`src/rtl/traffic_pkg.sv`:
```
// +----------------------------------------------------------------------------+
// | traffic_pkg: light codes and loop-detector state encodings shared by the    |
// | country-road sensor and the highway/country controller.    Rev 1.0         |
// +----------------------------------------------------------------------------+
`default_nettype none

package traffic_pkg;

   typedef enum logic [1:0] {
      RED    = 2'b00,
      YELLOW = 2'b01,
      GREEN  = 2'b10
   } light_t;

   typedef enum logic [1:0] {
      IDLE     = 2'b00,
      QUAL_ON  = 2'b01,
      PRESENT  = 2'b10,
      QUAL_OFF = 2'b11
   } det_state_t;

   localparam int QCNT_W = 8;

endpackage

`default_nettype wire

```
`src/rtl/country_queue_sensor_loop_detector.sv`:
```
// +----------------------------------------------------------------------------+
// | loop_detector: 2-flop synchronizer plus presence FSM; one pulse per car.    |
// | Optional debounce via SENSOR_DEBOUNCE_EN.                  Rev 1.0         |
// +----------------------------------------------------------------------------+
`default_nettype none

module loop_detector
   import traffic_pkg::*;
#(
   parameter int DEB_CYCLES = 4
) (
   input  logic clk,
   input  logic clr,
   input  logic raw,
   output logic pulse
);

   logic       s1;
   logic       s2;
   det_state_t state;

   if (DEB_CYCLES < 2 || DEB_CYCLES > 255) begin : g_deb_range_check
      $error("loop_detector: DEB_CYCLES must be within 2..255");
   end

   always_ff @(posedge clk) begin
      if (clr) begin
         s1 <= 1'b0;
         s2 <= 1'b0;
      end else begin
         s1 <= raw;
         s2 <= s1;
      end
   end

`ifdef SENSOR_DEBOUNCE_EN
   logic [QCNT_W-1:0] qcnt;
   logic              qual_done;

   // qcnt already counts the sample that opened the qualification window.
   assign qual_done = (qcnt == QCNT_W'(DEB_CYCLES - 1));
   assign pulse     = (state == QUAL_ON) && s2 && qual_done;

   always_ff @(posedge clk) begin
      if (clr) begin
         state <= IDLE;
         qcnt  <= '0;
      end else begin
         case (state)
            IDLE: begin
               if (s2) begin
                  state <= QUAL_ON;
                  qcnt  <= QCNT_W'(1);
               end
            end
            QUAL_ON: begin
               if (!s2) begin
                  state <= IDLE;
                  qcnt  <= '0;
               end else if (qual_done) begin
                  state <= PRESENT;
                  qcnt  <= '0;
               end else begin
                  qcnt <= qcnt + 1'b1;
               end
            end
            PRESENT: begin
               if (!s2) begin
                  state <= QUAL_OFF;
                  qcnt  <= QCNT_W'(1);
               end
            end
            QUAL_OFF: begin
               if (s2) begin
                  state <= PRESENT;
                  qcnt  <= '0;
               end else if (qual_done) begin
                  state <= IDLE;
                  qcnt  <= '0;
               end else begin
                  qcnt <= qcnt + 1'b1;
               end
            end
            default: begin
               state <= IDLE;
               qcnt  <= '0;
            end
         endcase
      end
   end
`else
   // Pulse is a decode of the IDLE->PRESENT transition, so the counter moves on the same edge.
   assign pulse = (state == IDLE) && s2;

   always_ff @(posedge clk) begin
      if (clr) begin
         state <= IDLE;
      end else begin
         case (state)
            IDLE:    if (s2)  state <= PRESENT;
            PRESENT: if (!s2) state <= IDLE;
            default: state <= IDLE;
         endcase
      end
   end
`endif

endmodule

`default_nettype wire

```
`src/rtl/country_queue_sensor.sv`:
```
// +----------------------------------------------------------------------------+
// | country_queue_sensor: country-road queue counter feeding controller x.      |
// | Debounce option: SENSOR_DEBOUNCE_EN.                       Rev 1.0         |
// +----------------------------------------------------------------------------+
`default_nettype none

module country_queue_sensor
   import traffic_pkg::*;
#(
   parameter int CNT_W      = 4,
   parameter int DEB_CYCLES = 4
) (
   input  logic             clk,
   input  logic             clr,
   input  logic             arr_raw,
   input  logic             dep_raw,
   input  logic [1:0]       cntry,
   output logic             x,
   output logic [CNT_W-1:0] count,
   output logic             ovf,
   output logic             err
);

   localparam logic [CNT_W-1:0] CNT_MAX = '1;

   logic arr_p;
   logic dep_p;

   loop_detector #(.DEB_CYCLES(DEB_CYCLES)) u_arr (
      .clk   (clk),
      .clr   (clr),
      .raw   (arr_raw),
      .pulse (arr_p)
   );

   loop_detector #(.DEB_CYCLES(DEB_CYCLES)) u_dep (
      .clk   (clk),
      .clr   (clr),
      .raw   (dep_raw),
      .pulse (dep_p)
   );

   always_ff @(posedge clk) begin
      if (clr) begin
         count <= '0;
         ovf   <= 1'b0;
         err   <= 1'b0;
      end else begin
         // Leaving on red is a fault even when it cancels against an arrival.
         if (dep_p && (cntry == RED)) err <= 1'b1;
         case ({arr_p, dep_p})
            2'b10: begin
               if (count == CNT_MAX) ovf   <= 1'b1;
               else                  count <= count + 1'b1;
            end
            2'b01: begin
               if (count == '0) err   <= 1'b1;
               else             count <= count - 1'b1;
            end
            default: ;
         endcase
      end
   end

   assign x = (count != '0);

endmodule

`default_nettype wire

```
`config.mk`:
```
export PLATFORM = sky130hd
export DESIGN_NAME = country_queue_sensor
export DESIGN_NICKNAME = d
export VERILOG_FILES = /design/src/rtl/traffic_pkg.sv /design/src/rtl/country_queue_sensor_loop_detector.sv /design/src/rtl/country_queue_sensor.sv
export SDC_FILE = /design/constraint.sdc
export NUM_CORES = 1
export LEC_CHECK = 0
export CAP_MARGIN = 20
export CORE_AREA = 2 2 39 41
export DETAILED_ROUTE_END_ITERATION = 10
export DIE_AREA = 0 0 41 43
export PLACE_DENSITY = 0.73
export SYNTH_ARGS = -nofsm -noshare
export SYNTH_HDL_FRONTEND = slang
export SYNTH_SLANG_ARGS = --single-unit
```
`constraint.sdc`:
```
create_clock -name clk -period 5.51 [get_ports clk]
set_clock_uncertainty 0.05 [all_clocks]
set_input_delay 1.653 -clock clk [delete_from_list [all_inputs] [get_ports clk]]
set_output_delay 1.653 -clock clk [all_outputs]
set_load 0.01 [all_outputs]
```
==> impl_results.md <==
* Drt drc at 0
* Netlist cell types at 23
* Placed cells at 81
* Final Max Slew Viols at 0
* R2R Setup Slk at 3.46 ns
* Setup TNS at 0 ns
* Ys Warns at 0
* Fraction of layout cells with a size suffix above 1 at 10.3%
* Total global routing overflow at 0
* Final Cycle Share at 62.7%
* Wire per inst at 11.1 um
* Post-route setup slack at 2.05 ns
* Post-synth EDFFs at 0
* Startpoint Class: flip-flop
* Row cnt at 14
* Clk Latency, worst-skew pair at 0.26 ns
* Length in cells of the worst reg-to-reg path at 9
* Antenna Violating Nets Remaining at 0
* IO Pins at 13
* Worst hold endpoint: u_dep.s2
* Slew @ Worst Pin at 0.402 ns
* Worst hold slack at 0.392 ns
* RSZ-0062 raised after global routing: no
* Critical path required time at 3.81 ns
* Hold-fix buffers, CTS at 0
* Area growth, synth to finish at 29.4%
* Highest clock rate at 0.289 GHz
* Inserted Diodes at 0
* #FFs+latches synth at 12
* Critical R2R Capture: count[2]
* Routability cong. at 0.641
* Most frequent cells in the layout: dfxtp_1 (12), clkdlybuf4s50_1 (12), nor2_1 (9), nor2b_1 (5)
* Multi-input logic area at 289 sq um
* Total number of vias at 436
* Vias in the first global route at 388
* Largest cells by area after synthesis: dfxtp_1 (44%), ha_1 (6.9%), nor2_1 (6.3%)
* Yosys top cell by area: dfxtp_1
* Synth Flop Type: dfxtp_1
* Root Driver: clkbuf_4
* WP data arrival at 1.75 ns
* Cell area after synthesis at 541 sq um
* Setup bufs post-CTS at 0
* CTS Buffer Depth at 2
* Max Cap Violations at 0
* Die height at 43 um
* Final nets at 79
* Sequential cell area at 240 sq um
* Worst hold path startpoint: u_dep.s1
* R2r startpoint: u_arr.state[1]
* Crit path time final at 3.46 ns
* Initial DRC Count at 4
* CP max-delay cell: or4_4
* Final HPWL DP at 728 um
* Slew Limit Headroom at 73.1%
* H-tree Lvls at 1
* Status: finished, final reports clean
* Worst hold path type: flip-flop to flip-flop
* Hold path depth at 1
* Pleak at 0.265 nW
* Die ar. at 0.00176 sq mm
* CTS Buf Count at 3
* Pre-antenna DRT Iters at 2
* Die Span X at 41 um
* Initial antenna violation count at 0
* PwrDens at 313 mW/mm^2
* Post-synthesis sequential area ratio at 44.4%
* # resized after CTS at 0
* Largest net degree at the start of global routing at 13
* PortBufs at 12
* Total track usage at 13.3%
* Asr flop ratio synth at 0%
* Top-area cell type share of the netlist area at 44.4%
* Worst-path clk slew at 0.06 ns
* CP endpoint kind: output port
* Worst-path fanout max at 8
* Starting density of the core at 39.1%
* Via/cell ratio at 5.19
* VDD IR max at 0.140 mV
* Crit-path max cell delay at 0.60 ns
* Detailed Route WL at 930 um
* Fillers at 140
* Mean post-synth cell area at 10.0 sq um
* CTS tree: yes
* Dpl ws at 2.34 ns
* Setup CP Type: flip-flop to output port
* Final Hold Vio Count at 0
* Final Non-Filler Cells at 84
* First-pass GRT wire length at 1590 um
* Mapped Cells at 54
* Core Box Area at 0.00138 sq mm
* Setup violators final at 0
* CTS Sinks at 12
* Mapped Nets at 63
* Crit-path cells: or4_4 > clkdlybuf4s50_1
worst max-delay path, delay by kind of cell, from the launching register on:
kind                   cells  cell delay [ns]
flip-flops                 1             0.39
buffers and inverters      1             0.50
AND/OR/NAND/NOR            1             0.60
cells in the mapped netlist, types with 2 or more instances:
library cell and count:
a21oi_1 2, dfxtp_1 12, ha_1 3, inv_1 2, nand2b_1 2, nor2_1 9, nor2b_1 5, o22ai_1 2
xor2_1 3
power by group:
part,total [mW],switching (mW),internal [mW]
Combinational,0.0630,0.0288,0.0342
Clock,0.0491,0.0239,0.0252
Sequential,0.107,0.00997,0.0968
Total,0.219,0.0627,0.156
cells by family after synthesis:
group,Yosys count,share of synthesized area (%)
flip-flops,12,44.4
buffers and inverters,3,2.08
XOR/XNOR,4,6.48
AO/OA/AOI/OAI,10,15.0
AND/OR/NAND/NOR,21,23.1
multiplexers,1,1.85
adder cells (fa/ha/maj),3,6.95
cell type report:
class                   instances  share of cell area (%)
repair buffers                 12                    17.2
flip-flops and latches         12                    34.3
multi-input cells              39                    41.3
inverters                       2                    1.07
clock buffers                   3                    3.22
well taps                      16                    2.86
metal layers:
layer	up-vias	global-route usage (%)	part of all wire, %
met5	-	0	0
met4	0	8.00	1.4
met3	4	3.14	5.1
met2	12	20.6	52
met1	202	15.5	42
li1	218	-	-
worst max path at each step:
stage | start | endpoint | slack [ns] | cells after the start
floorplan | count[1] | x | 2.83 | 1
global placement | count[1] | x | 2.36 | 2
detailed placement | count[1] | x | 2.34 | 2
CTS | count[1] | x | 2.04 | 2
global route | count[1] | x | 2.00 | 2
finish | count[1] | x | 2.05 | 2
registers in the layout, summed over array words and instances, names as in the netlist:
signal       cells
u_arr.s1         1
u_arr.state      1
count            4
ovf              1
u_dep.s1         1
u_dep.state      1
u_dep.s2         1
err              1
u_arr.s2         1
per-stage QoR:
stage / util [%] / power (mW) / cell area, sq um
2_1_floorplan: - / 0.149 / 541
3_3_place_gp: 48.9 / 0.169 / 677
3_5_place_dp: 48.9 / 0.172 / 677
4_1_cts: 50.5 / 0.223 / 699
5_1_grt: 50.5 / 0.235 / 699
6_report: 50.5 / 0.219 / 699
Power figures use the tool's default switching activity.
